$ cat src/rtl/sdram_burst_arb_if.sv
// sdram_burst_arb_if
//   Bundles the two client burst ports and the SDRAM controller burst ports
//   that sdram_burst_arb sits between.
//   master : arbiter view (drives controller requests and client returns)
//   slave  : environment view (clients plus controller)
//   Client signals : cN_req/we/len/addr/wdata in, cN_valid/rdata/finish out
//   Controller     : wr_burst_* and rd_burst_* request/data/finish
interface sdram_burst_arb_if #(
  parameter int ADDR_WIDTH  = 24,
  parameter int DQ_WIDTH    = 16,
  parameter int BURST_WIDTH = 9
);
  logic                   c0_req,    c1_req;
  logic                   c0_we,     c1_we;
  logic [BURST_WIDTH-1:0] c0_len,    c1_len;
  logic [ADDR_WIDTH-1:0]  c0_addr,   c1_addr;
  logic [DQ_WIDTH-1:0]    c0_wdata,  c1_wdata;
  logic                   c0_valid,  c1_valid;
  logic [DQ_WIDTH-1:0]    c0_rdata,  c1_rdata;
  logic                   c0_finish, c1_finish;

  logic                   wr_burst_req;
  logic [BURST_WIDTH-1:0] wr_burst_len;
  logic [ADDR_WIDTH-1:0]  wr_burst_addr;
  logic [DQ_WIDTH-1:0]    wr_burst_data;
  logic                   wr_burst_data_req;
  logic                   wr_burst_finish;
  logic                   rd_burst_req;
  logic [BURST_WIDTH-1:0] rd_burst_len;
  logic [ADDR_WIDTH-1:0]  rd_burst_addr;
  logic [DQ_WIDTH-1:0]    rd_burst_data;
  logic                   rd_burst_data_valid;
  logic                   rd_burst_finish;

  modport master (
    input  c0_req, c1_req, c0_we, c1_we, c0_len, c1_len,
           c0_addr, c1_addr, c0_wdata, c1_wdata,
    output c0_valid, c1_valid, c0_rdata, c1_rdata, c0_finish, c1_finish,
    output wr_burst_req, wr_burst_len, wr_burst_addr, wr_burst_data,
    input  wr_burst_data_req, wr_burst_finish,
    output rd_burst_req, rd_burst_len, rd_burst_addr,
    input  rd_burst_data, rd_burst_data_valid, rd_burst_finish
  );

  modport slave (
    output c0_req, c1_req, c0_we, c1_we, c0_len, c1_len,
           c0_addr, c1_addr, c0_wdata, c1_wdata,
    input  c0_valid, c1_valid, c0_rdata, c1_rdata, c0_finish, c1_finish,
    input  wr_burst_req, wr_burst_len, wr_burst_addr, wr_burst_data,
    output wr_burst_data_req, wr_burst_finish,
    input  rd_burst_req, rd_burst_len, rd_burst_addr,
    output rd_burst_data, rd_burst_data_valid, rd_burst_finish
  );
endinterface

$ cat src/rtl/sdram_burst_arb.sv
// sdram_burst_arb
//   Two-client round-robin arbiter in front of the SDRAM burst controller.
//   One client at a time is granted; its latched request (we/len/addr) is
//   forwarded to the controller's write or read burst port, and data/valid/
//   finish are routed combinationally between that client and the controller.
//   Ports:
//     clk, rst  : clock, synchronous active-high reset
//     bus       : sdram_burst_arb_if.master (client + controller signals)
//     busy      : a burst is granted (BUSY state)
//     grant     : index of the granted client, meaningful while busy
//     wdog_err  : sticky watchdog flag
//   Optional: define SDRAM_ARB_WDOG_EN to enable the BUSY watchdog
//   (WDOG_CYCLES cycles); otherwise wdog_err is tied to 0.

// Per-client return path: valid and finish only reach the owning client.
module sdram_arb_client (
  input  logic owned,
  input  logic active,
  input  logic we,
  input  logic wr_data_req,
  input  logic rd_data_valid,
  input  logic fin_evt,
  output logic valid,
  output logic finish
);
  assign valid  = owned & active & (we ? wr_data_req : rd_data_valid);
  assign finish = owned & fin_evt;
endmodule

module sdram_burst_arb #(
  parameter int ADDR_WIDTH  = 24,
  parameter int DQ_WIDTH    = 16,
  parameter int BURST_WIDTH = 9,
  parameter int WDOG_CYCLES = 4096
) (
  input  logic              clk,
  input  logic              rst,
  sdram_burst_arb_if.master bus,
  output logic              busy,
  output logic              grant,
  output logic              wdog_err
);
  localparam int NUM_CLIENTS = 2;

  typedef struct packed {
    logic                   we;
    logic [BURST_WIDTH-1:0] len;
    logic [ADDR_WIDTH-1:0]  addr;
  } burst_req_t;

  typedef enum logic [1:0] {
    ST_IDLE    = 2'd0,
    ST_BUSY    = 2'd1,
    ST_RELEASE = 2'd2
  } state_t;

  state_t state_q, state_d;

  burst_req_t [NUM_CLIENTS-1:0]               c_info;
  logic       [NUM_CLIENTS-1:0]               c_req;
  logic       [NUM_CLIENTS-1:0][DQ_WIDTH-1:0] c_wdata;
  logic       [NUM_CLIENTS-1:0]               c_valid;
  logic       [NUM_CLIENTS-1:0]               c_finish;

  burst_req_t lat_q;
  logic       grant_q;
  logic       prio_q;     // client that wins a tie
  logic       wr_req_q;
  logic       rd_req_q;
  logic       fin_zl_q;   // finish pulse for a zero-length burst, shown in RELEASE

  logic       any_req;
  logic       pick;
  logic       zlen;
  logic       ctrl_fin;
  logic       burst_done;
  logic       fin_evt;

  assign c_req   = {bus.c1_req, bus.c0_req};
  assign c_info  = {{bus.c1_we, bus.c1_len, bus.c1_addr},
                    {bus.c0_we, bus.c0_len, bus.c0_addr}};
  assign c_wdata = {bus.c1_wdata, bus.c0_wdata};

  // arbitration
  assign any_req = |c_req;
  always_comb begin
    pick = 1'b0;
    if (&c_req) pick = prio_q;
    else        pick = c_req[1];
  end

  assign zlen = (lat_q.len == '0);
  // only the finish of the latched direction counts
  assign ctrl_fin   = lat_q.we ? bus.wr_burst_finish : bus.rd_burst_finish;
  assign burst_done = (state_q == ST_BUSY) && (zlen || ctrl_fin);

  // state register
  always_ff @(posedge clk) begin
    if (rst) state_q <= ST_IDLE;
    else     state_q <= state_d;
  end

  // next state
  always_comb begin
    state_d = state_q;
    case (state_q)
      ST_IDLE:    if (any_req)    state_d = ST_BUSY;
      ST_BUSY:    if (burst_done) state_d = ST_RELEASE;
      ST_RELEASE:                 state_d = ST_IDLE;
      default:                    state_d = ST_IDLE;
    endcase
  end

  // outputs
  always_comb begin
    busy              = (state_q == ST_BUSY);
    // a zero-length burst never reaches the controller, so its finish
    // comes from fin_zl_q instead of the controller input
    fin_evt           = (busy && !zlen && ctrl_fin) || fin_zl_q;
    bus.wr_burst_data = c_wdata[grant_q];
  end

  // latched request, controller request levels, round-robin pointer
  always_ff @(posedge clk) begin
    if (rst) begin
      lat_q    <= '0;
      grant_q  <= 1'b0;
      prio_q   <= 1'b0;
      wr_req_q <= 1'b0;
      rd_req_q <= 1'b0;
      fin_zl_q <= 1'b0;
    end else begin
      fin_zl_q <= (state_q == ST_BUSY) && zlen;
      case (state_q)
        ST_IDLE: begin
          if (any_req) begin
            grant_q  <= pick;
            lat_q    <= c_info[pick];
            wr_req_q <=  c_info[pick].we && (c_info[pick].len != '0);
            rd_req_q <= !c_info[pick].we && (c_info[pick].len != '0);
          end
        end
        ST_BUSY: begin
          if (burst_done) begin
            wr_req_q <= 1'b0;
            rd_req_q <= 1'b0;
            prio_q   <= ~grant_q;
          end
        end
        default: ;
      endcase
    end
  end

  assign grant             = grant_q;
  assign bus.wr_burst_req  = wr_req_q;
  assign bus.wr_burst_len  = lat_q.len;
  assign bus.wr_burst_addr = lat_q.addr;
  assign bus.rd_burst_req  = rd_req_q;
  assign bus.rd_burst_len  = lat_q.len;
  assign bus.rd_burst_addr = lat_q.addr;

  // per-client return paths
  for (genvar i = 0; i < NUM_CLIENTS; i++) begin : g_client
    sdram_arb_client u_client (
      .owned         (grant_q == 1'(i)),
      .active        (busy),
      .we            (lat_q.we),
      .wr_data_req   (bus.wr_burst_data_req),
      .rd_data_valid (bus.rd_burst_data_valid),
      .fin_evt       (fin_evt),
      .valid         (c_valid[i]),
      .finish        (c_finish[i])
    );
  end

  assign bus.c0_valid  = c_valid[0];
  assign bus.c1_valid  = c_valid[1];
  assign bus.c0_finish = c_finish[0];
  assign bus.c1_finish = c_finish[1];
  assign bus.c0_rdata  = bus.rd_burst_data;
  assign bus.c1_rdata  = bus.rd_burst_data;

`ifdef SDRAM_ARB_WDOG_EN
  localparam int WD_W = $clog2(WDOG_CYCLES + 1);
  localparam logic [WD_W-1:0] WD_MAX = WD_W'(WDOG_CYCLES);

  logic [WD_W-1:0] wd_cnt_q;
  logic            wdog_q;

  // counts BUSY cycles of the current burst; saturates, never aborts it
  always_ff @(posedge clk) begin
    if (rst) begin
      wd_cnt_q <= '0;
      wdog_q   <= 1'b0;
    end else if (state_q == ST_IDLE && any_req) begin
      wd_cnt_q <= '0;
    end else if (state_q == ST_BUSY && wd_cnt_q != WD_MAX) begin
      wd_cnt_q <= wd_cnt_q + 1'b1;
      if (wd_cnt_q == WD_MAX - 1'b1) wdog_q <= 1'b1;
    end
  end

  assign wdog_err = wdog_q;
`else
  logic wdog_unused;
  assign wdog_unused = (WDOG_CYCLES == 0);
  assign wdog_err    = 1'b0;
`endif

endmodule

$ cat src/flat_wrapper.sv
// flat-port wrapper written by rule: the top's interface ports become plain ports
module sdram_burst_arb_flat 
#(
  parameter int ADDR_WIDTH  = 24,
  parameter int DQ_WIDTH    = 16,
  parameter int BURST_WIDTH = 9,
  parameter int WDOG_CYCLES = 4096
)
  (clk, rst, busy, grant, wdog_err, bus_c0_req, bus_c1_req, bus_c0_we, bus_c1_we, bus_c0_len, bus_c1_len, bus_c0_addr, bus_c1_addr, bus_c0_wdata, bus_c1_wdata, bus_c0_valid, bus_c1_valid, bus_c0_rdata, bus_c1_rdata, bus_c0_finish, bus_c1_finish, bus_wr_burst_req, bus_wr_burst_len, bus_wr_burst_addr, bus_wr_burst_data, bus_wr_burst_data_req, bus_wr_burst_finish, bus_rd_burst_req, bus_rd_burst_len, bus_rd_burst_addr, bus_rd_burst_data, bus_rd_burst_data_valid, bus_rd_burst_finish);
  sdram_burst_arb_if #(.ADDR_WIDTH(ADDR_WIDTH), .DQ_WIDTH(DQ_WIDTH), .BURST_WIDTH(BURST_WIDTH)) bus_i ();
  input  logic clk;
  input  logic rst;
  output logic busy;
  output logic grant;
  output logic wdog_err;
  input wire logic [$bits(bus_i.c0_req)-1:0] bus_c0_req;
  input wire logic [$bits(bus_i.c1_req)-1:0] bus_c1_req;
  input wire logic [$bits(bus_i.c0_we)-1:0] bus_c0_we;
  input wire logic [$bits(bus_i.c1_we)-1:0] bus_c1_we;
  input wire logic [$bits(bus_i.c0_len)-1:0] bus_c0_len;
  input wire logic [$bits(bus_i.c1_len)-1:0] bus_c1_len;
  input wire logic [$bits(bus_i.c0_addr)-1:0] bus_c0_addr;
  input wire logic [$bits(bus_i.c1_addr)-1:0] bus_c1_addr;
  input wire logic [$bits(bus_i.c0_wdata)-1:0] bus_c0_wdata;
  input wire logic [$bits(bus_i.c1_wdata)-1:0] bus_c1_wdata;
  output wire logic [$bits(bus_i.c0_valid)-1:0] bus_c0_valid;
  output wire logic [$bits(bus_i.c1_valid)-1:0] bus_c1_valid;
  output wire logic [$bits(bus_i.c0_rdata)-1:0] bus_c0_rdata;
  output wire logic [$bits(bus_i.c1_rdata)-1:0] bus_c1_rdata;
  output wire logic [$bits(bus_i.c0_finish)-1:0] bus_c0_finish;
  output wire logic [$bits(bus_i.c1_finish)-1:0] bus_c1_finish;
  output wire logic [$bits(bus_i.wr_burst_req)-1:0] bus_wr_burst_req;
  output wire logic [$bits(bus_i.wr_burst_len)-1:0] bus_wr_burst_len;
  output wire logic [$bits(bus_i.wr_burst_addr)-1:0] bus_wr_burst_addr;
  output wire logic [$bits(bus_i.wr_burst_data)-1:0] bus_wr_burst_data;
  input wire logic [$bits(bus_i.wr_burst_data_req)-1:0] bus_wr_burst_data_req;
  input wire logic [$bits(bus_i.wr_burst_finish)-1:0] bus_wr_burst_finish;
  output wire logic [$bits(bus_i.rd_burst_req)-1:0] bus_rd_burst_req;
  output wire logic [$bits(bus_i.rd_burst_len)-1:0] bus_rd_burst_len;
  output wire logic [$bits(bus_i.rd_burst_addr)-1:0] bus_rd_burst_addr;
  input wire logic [$bits(bus_i.rd_burst_data)-1:0] bus_rd_burst_data;
  input wire logic [$bits(bus_i.rd_burst_data_valid)-1:0] bus_rd_burst_data_valid;
  input wire logic [$bits(bus_i.rd_burst_finish)-1:0] bus_rd_burst_finish;
  assign bus_i.c0_req = bus_c0_req;
  assign bus_i.c1_req = bus_c1_req;
  assign bus_i.c0_we = bus_c0_we;
  assign bus_i.c1_we = bus_c1_we;
  assign bus_i.c0_len = bus_c0_len;
  assign bus_i.c1_len = bus_c1_len;
  assign bus_i.c0_addr = bus_c0_addr;
  assign bus_i.c1_addr = bus_c1_addr;
  assign bus_i.c0_wdata = bus_c0_wdata;
  assign bus_i.c1_wdata = bus_c1_wdata;
  assign bus_c0_valid = bus_i.c0_valid;
  assign bus_c1_valid = bus_i.c1_valid;
  assign bus_c0_rdata = bus_i.c0_rdata;
  assign bus_c1_rdata = bus_i.c1_rdata;
  assign bus_c0_finish = bus_i.c0_finish;
  assign bus_c1_finish = bus_i.c1_finish;
  assign bus_wr_burst_req = bus_i.wr_burst_req;
  assign bus_wr_burst_len = bus_i.wr_burst_len;
  assign bus_wr_burst_addr = bus_i.wr_burst_addr;
  assign bus_wr_burst_data = bus_i.wr_burst_data;
  assign bus_i.wr_burst_data_req = bus_wr_burst_data_req;
  assign bus_i.wr_burst_finish = bus_wr_burst_finish;
  assign bus_rd_burst_req = bus_i.rd_burst_req;
  assign bus_rd_burst_len = bus_i.rd_burst_len;
  assign bus_rd_burst_addr = bus_i.rd_burst_addr;
  assign bus_i.rd_burst_data = bus_rd_burst_data;
  assign bus_i.rd_burst_data_valid = bus_rd_burst_data_valid;
  assign bus_i.rd_burst_finish = bus_rd_burst_finish;
  sdram_burst_arb #(.ADDR_WIDTH(ADDR_WIDTH), .DQ_WIDTH(DQ_WIDTH), .BURST_WIDTH(BURST_WIDTH), .WDOG_CYCLES(WDOG_CYCLES)) u_core (.clk(clk), .rst(rst), .bus(bus_i), .busy(busy), .grant(grant), .wdog_err(wdog_err));
endmodule
$ cat config.mk
export PLATFORM = sky130hd
export DESIGN_NAME = sdram_burst_arb_flat
export DESIGN_NICKNAME = d
export VERILOG_FILES = /design/src/rtl/sdram_burst_arb_if.sv /design/src/rtl/sdram_burst_arb.sv /design/src/flat_wrapper.sv
export SDC_FILE = /design/constraint.sdc
export NUM_CORES = 1
export LEC_CHECK = 0
export BUFFER_PORTS_ARGS = -buffer_cell sky130_fd_sc_hd__clkbuf_2
export CAP_MARGIN = 30
export CORE_AREA = 5 5 92 94
export DETAILED_ROUTE_END_ITERATION = 10
export DIE_AREA = 0 0 97 99
export HOLD_SLACK_MARGIN = 0.15
export PLACE_DENSITY_LB_ADDON = 0.12
export SLEW_MARGIN = 40
export SYNTH_ARGS = -nofsm -noshare
export SYNTH_HDL_FRONTEND = slang
export SYNTH_SLANG_ARGS = --single-unit
$ cat constraint.sdc
create_clock -name clk -period 2.25 [get_ports clk]
set_input_delay 0.45 -clock clk [delete_from_list [all_inputs] [get_ports clk]]
set_output_delay 0.45 -clock clk [all_outputs]
set_load 0.01 [all_outputs]
### Yosys cells after proc, flatten, opt, wreduce, memory -nomap -nowiden

Index checks and enable logic that the tools add are counted.

* input port bits: 124
* logic and storage cells: 56
* register bits: 41

* bitwise logic cells: 7
* $lt $le $gt $ge: 2
* reduce and logical (&&, ||, !) cells: 20
* equal/unequal tests: 3
* multiplexer cells: 15

Operators with widths (count)
* $mux 34: 2
* $mux 16: 2
* $logic_not 9->1: 1
* $reduce_bool 9->1: 1
* $reduce_and 2->1: 4
* $and 1x1->1: 6
* $logic_and 1x1->1: 6
* $mux 1: 6
* $lt 1x2->1 const B: 2
* $mux 2: 2
* $ne 2x1->1 const B: 2
* $pmux 1 s2: 2
* $pmux 2 s2: 1
* $reduce_and 3->1: 1
* $eq 2x1->1 const B: 1
* $logic_not 1->1: 2
* $logic_not 2->1: 1
* $logic_or 1x1->1: 2
* $reduce_bool 2->1: 1
* $reduce_or 2->1: 1
* $not 1->1: 1

### Logic depth before layout (Yosys ltp)

* word-level depth: 8
* depth in mapped cells: 5
* depth with buffers taken out: 4

### Cells and area by module

From an unflattened synthesis, not the netlist that was laid out.

* cell total of the unflattened synthesis: 324
* area, all modules: 2944.1 um^2

Modules (own cells, without submodules)
* sdram_burst_arb: area each 2896.5 um^2, instances 1, sequential area each 820.8 um^2, cells each 316
* sdram_arb_client: area each 23.8 um^2, instances 2, sequential area each 0.0 um^2, cells each 4

### Least setup slack after synthesis

OpenSTA, ideal clock, no wires.

* path kind: register to output
* start point: register u_core.grant_q (netlist: u_core.grant)
* end point: output bus_wr_burst_data[0]
* arrival time: 1.173 ns
* path slack: 0.627 ns
* stages on the path, launching flop included: 3
* buffers on the path: 1
* path through: dfxtp_1 > buf_1 > mux2_2

* word-level cells in the longest chain between the ends: 2

RTL lines
* start, declared: RTL line sdram_burst_arb.sv:66 `logic grant_q;`
* start signal, assigned: RTL line sdram_burst_arb.sv:137 `grant_q <= pick;`
* $mux 16 (not written as such) (2 in a row): RTL line sdram_burst_arb.sv:120 `bus.wr_burst_data = c_wdata[grant_q];`
* end, declared: RTL line flat_wrapper.sv:35 `output wire logic [$bits(bus_i.wr_burst_data)-1:0] bus_wr_burst_data;`

No other way between the ends. The select of a mux whose other input is x is not followed.

### Worst setup path in the final report

* start point: register u_core.lat_q[33] in the netlist's numbering
* end point: output bus_c0_finish

* word-level cells in the longest chain between the ends: 4

RTL lines
* start, declared: RTL line sdram_burst_arb.sv:65 `burst_req_t lat_q;`
* start signal, assigned: RTL line sdram_burst_arb.sv:138 `lat_q <= c_info[pick];`
* $mux 1: RTL line sdram_burst_arb.sv:94 `assign ctrl_fin = lat_q.we ? bus.wr_burst_finish : bus.rd_burst_finish;`
* $logic_and 1x1->1: RTL line sdram_burst_arb.sv:119 `fin_evt = (busy && !zlen && ctrl_fin) || fin_zl_q;`
* $logic_or 1x1->1: RTL line sdram_burst_arb.sv:119
* $and 1x1->1: RTL line sdram_burst_arb.sv:27 `assign finish = owned & fin_evt;`
* end, declared: RTL line flat_wrapper.sv:30 `output wire logic [$bits(bus_i.c0_finish)-1:0] bus_c0_finish;`

No other way between the ends.

==> out/metrics.yaml <==
status: "finished clean"
wirelength_um: 8440
hold_buffers: 0
wl_per_cell_um: 15.2
fp.dieArea_um2: 9600
rows: 32
post-dp-hpwl_um: 6820
yosysSeqAreaShare_pct: 31.5
p_per_area_nw_per_um2: 698
cts_tree: "done"
min_period_over_period_pct: 90.9
htreeDepth: 2
slew_violations: 0
syn_area_um2: 2610
wl_met1_um: 3520
arrival_ns: 1.59
worstHoldPathCells: 3
power_w: 0.00233
min_to: "u_core.bus.rd_burst_addr[6]"
ant_nets: 0
clkSinkCount: 41
cts-root-buf: "clkbuf_8"
diodes: 0
start_util_pct: 34.4
hold_viol: 0
worstRegToRegCells: 4
grt_remaining_overflow: 0
reg2reg_from: "u_core.lat_q[33]"
pin_count: 247
dpl_worst_slack_ns: 0.193
synth_nets: 449
rsz0062_at_grt: "false"
wl_met2_um: 4200
period_needed_ns: 2.04
via_per_inst: 4.68
postCtsSetupBuffers: 0
syn_inst: 325
cp_num_buf_inv: 1
rrSetupSlack_ns: 0.67
drt-pass1-iter-count: 4
avgSynthCellArea_um2: 8.02
hp-start: "bus_c1_addr[6]"
ys_warn_count: 0
port_buffers: 197
grt_pass1_vias: 2530
finalSetupViolCount: 0
die_w_um: 97
path_delay_family: "flip-flops"
grt_first_pass_wirelength_um: 13100
nets: 576
grt_usage_pct: 16.6
antenna_found_initial: 0
cts_buffers: 5
crit_slowest_cell: "dfxtp_1"
num_vias: 2599
critical_path.cell_chain: "mux2i_2 -> nor2_1 -> a21oi_2 -> nor2_1 -> clkbuf_2"
drv_cap: 0
drt_iter0_markers: 90
fin_skew_ns: 0.00517
post-route-drc-count: 0
clk_pin_slew_ns: 0.08
worstPathRequired_ns: 1.80
syn_to_final_growth_pct: 28.1
core-area_um2: 7570
cp-start-kind: "register"
slowest_delay_ns: 0.43
hold_class: "primary input to register"
timing.rr.end: "u_core.bus.rd_burst_req"
ys_ff_latch: 41
cp_common_cell: "nor2_1"
grt_max_degree: 48
die_y_um: 99
drive_above_1_share_pct: 52.5
path_class: "register to output port"
synth.distinct_cells: 31
irDropWorstVdd_v: 0.000328
p_leak_nw: 1.72
clk_latency_ns: 0.29
timing.fmax_ghz: 0.489
finalWorstSetupSlack_ns: 0.206
cp_max_fo: 4
dr_wl_met3_um: 624
setup.worst_path.end_class: "output port"
tns_ns: 0
cts_buffer_depth: 2
place.gp.congestion: 0.776
highest_layer: "met4"
==> state kept, by name (all words and copies together) (netlist names) <==
signal,cells
u_core.bus.wr_burst_req,1
u_core.fin_zl_q,1
u_core.bus.rd_burst_req,1
u_core.grant,1
u_core.bus.rd_burst_len,9
u_core.state_q,2
u_core.prio_q,1
u_core.bus.rd_burst_addr,24
u_core.lat_q,1
==> layout make-up <==
cell class,instances,area (µm²)
clock inverters,1,30.0
fillers,816,4230
multi-input cells,194,1190
well taps,102,128
flip-flops and latches,41,821
inverters,4,15.0
clock buffers,7,86.3
repair buffers,206,1070
==> where the power goes <==
group / switching, W / total, W / leakage (nW) / internal [W]
Clock: 0.000257 / 0.000619 / 0.0585 / 0.000362
Combinational: 0.000435 / 0.000798 / 1.32 / 0.000362
Sequential: 0.0000903 / 0.000913 / 0.340 / 0.000823
Total: 0.000782 / 0.00233 / 1.72 / 0.00155
==> synth_stat cells <==
cell type   n  area, µm²
a211oi_1    2       15.0
a21boi_2    1       11.3
a21oi_1     2       10.0
a311oi_1   33        289
a31oi_1     1       6.26
a32o_1      2       20.0
and4b_1     1       10.0
buf_1       2       7.51
buf_2       9       45.0
buf_4      66        495
buf_6       4       45.0
clkbuf_1    5       18.8
conb_1      1       3.75
dfxtp_1    41        821
inv_1       4       15.0
mux2_2     18        203
mux2i_1     4       40.0
nand2_1    67        251
nand2b_1    1       6.26
nand3_1     1       5.00
nand4_1     1       6.26
nor2_1     44        165
nor2b_1     1       6.26
nor3_1      4       20.0
nor3_4      1       16.3
nor3b_1     1       7.51
nor4_1      4       25.0
nor4b_1     1       8.76
o21ai_4     1       16.3
o311a_1     1       10.0
or3_1       1       6.26
==> tightest hold or removal path: stages <==
cell,delay [ns]
clkbuf_2,0.08
nand2_1,0.04
a311oi_1,0.07
==> how the worst max path moves through the flow <==
stage / start / end / slack, ns / cells after the start
2_1_floorplan: u_core.grant / bus_wr_burst_data[0] / 0.63 / 2
6_report: u_core.lat_q[33] / bus_c0_finish / 0.21 / 5
5_1_grt: u_core.lat_q[33] / bus_c1_finish / 0.07 / 5
3_5_place_dp: u_core.bus.rd_burst_len[3] / bus_c1_finish / 0.19 / 5
3_3_place_gp: u_core.bus.rd_burst_len[3] / bus_c1_finish / 0.24 / 5
4_1_cts: u_core.bus.rd_burst_len[3] / bus_c1_finish / 0.008 / 5
==> cells in the final DEF, fill, tap and decap left out, types with 4 or more instances in the layout <==
cell,count
nor2_1,44
dfxtp_1,41
clkbuf_2,197
inv_1,4
mux2_2,18
clkbuf_8,6
nor3_1,4
nand2_1,67
buf_4,8
a311oi_1,33
==> kinds of logic after synthesis <==
group,Yosys count,share of synthesized area [%]
flops,41,31.5
simple gates,128,20.5
mux,22,9.31
other cells,1,0.144
buf+inv,90,24.1
compound gates,43,14.5
==> per-layer routing <==
metal,up-vias,GRT usage (%)
li1,1304,-
met1,1164,20.0
met2,107,29.4
met3,24,4.46
met4,0,3.89
met5,-,0
==> metrics by stage <==
step | area, µm² | std cells | utilization (%) | hold slack (ns)
floorplan | 2610 | 325 | - | 0.511
global placement | 3200 | 547 | 42.2 | 0.457
detailed placement | 3200 | 547 | 42.2 | 0.455
CTS | 3320 | 555 | 43.8 | 0.389
global route | 3340 | 555 | 44.1 | 0.382
finish | 3340 | 555 | 44.1 | 0.395
==> timing repair <==
| item | CTS | global route |
|---|---|---|
| endpoints found under the setup margin | 2 | 2 |
| endpoints found under the hold margin | 0 | 0 |
| resized for setup | 1 | 4 |
(Power assumes the default switching activity.)
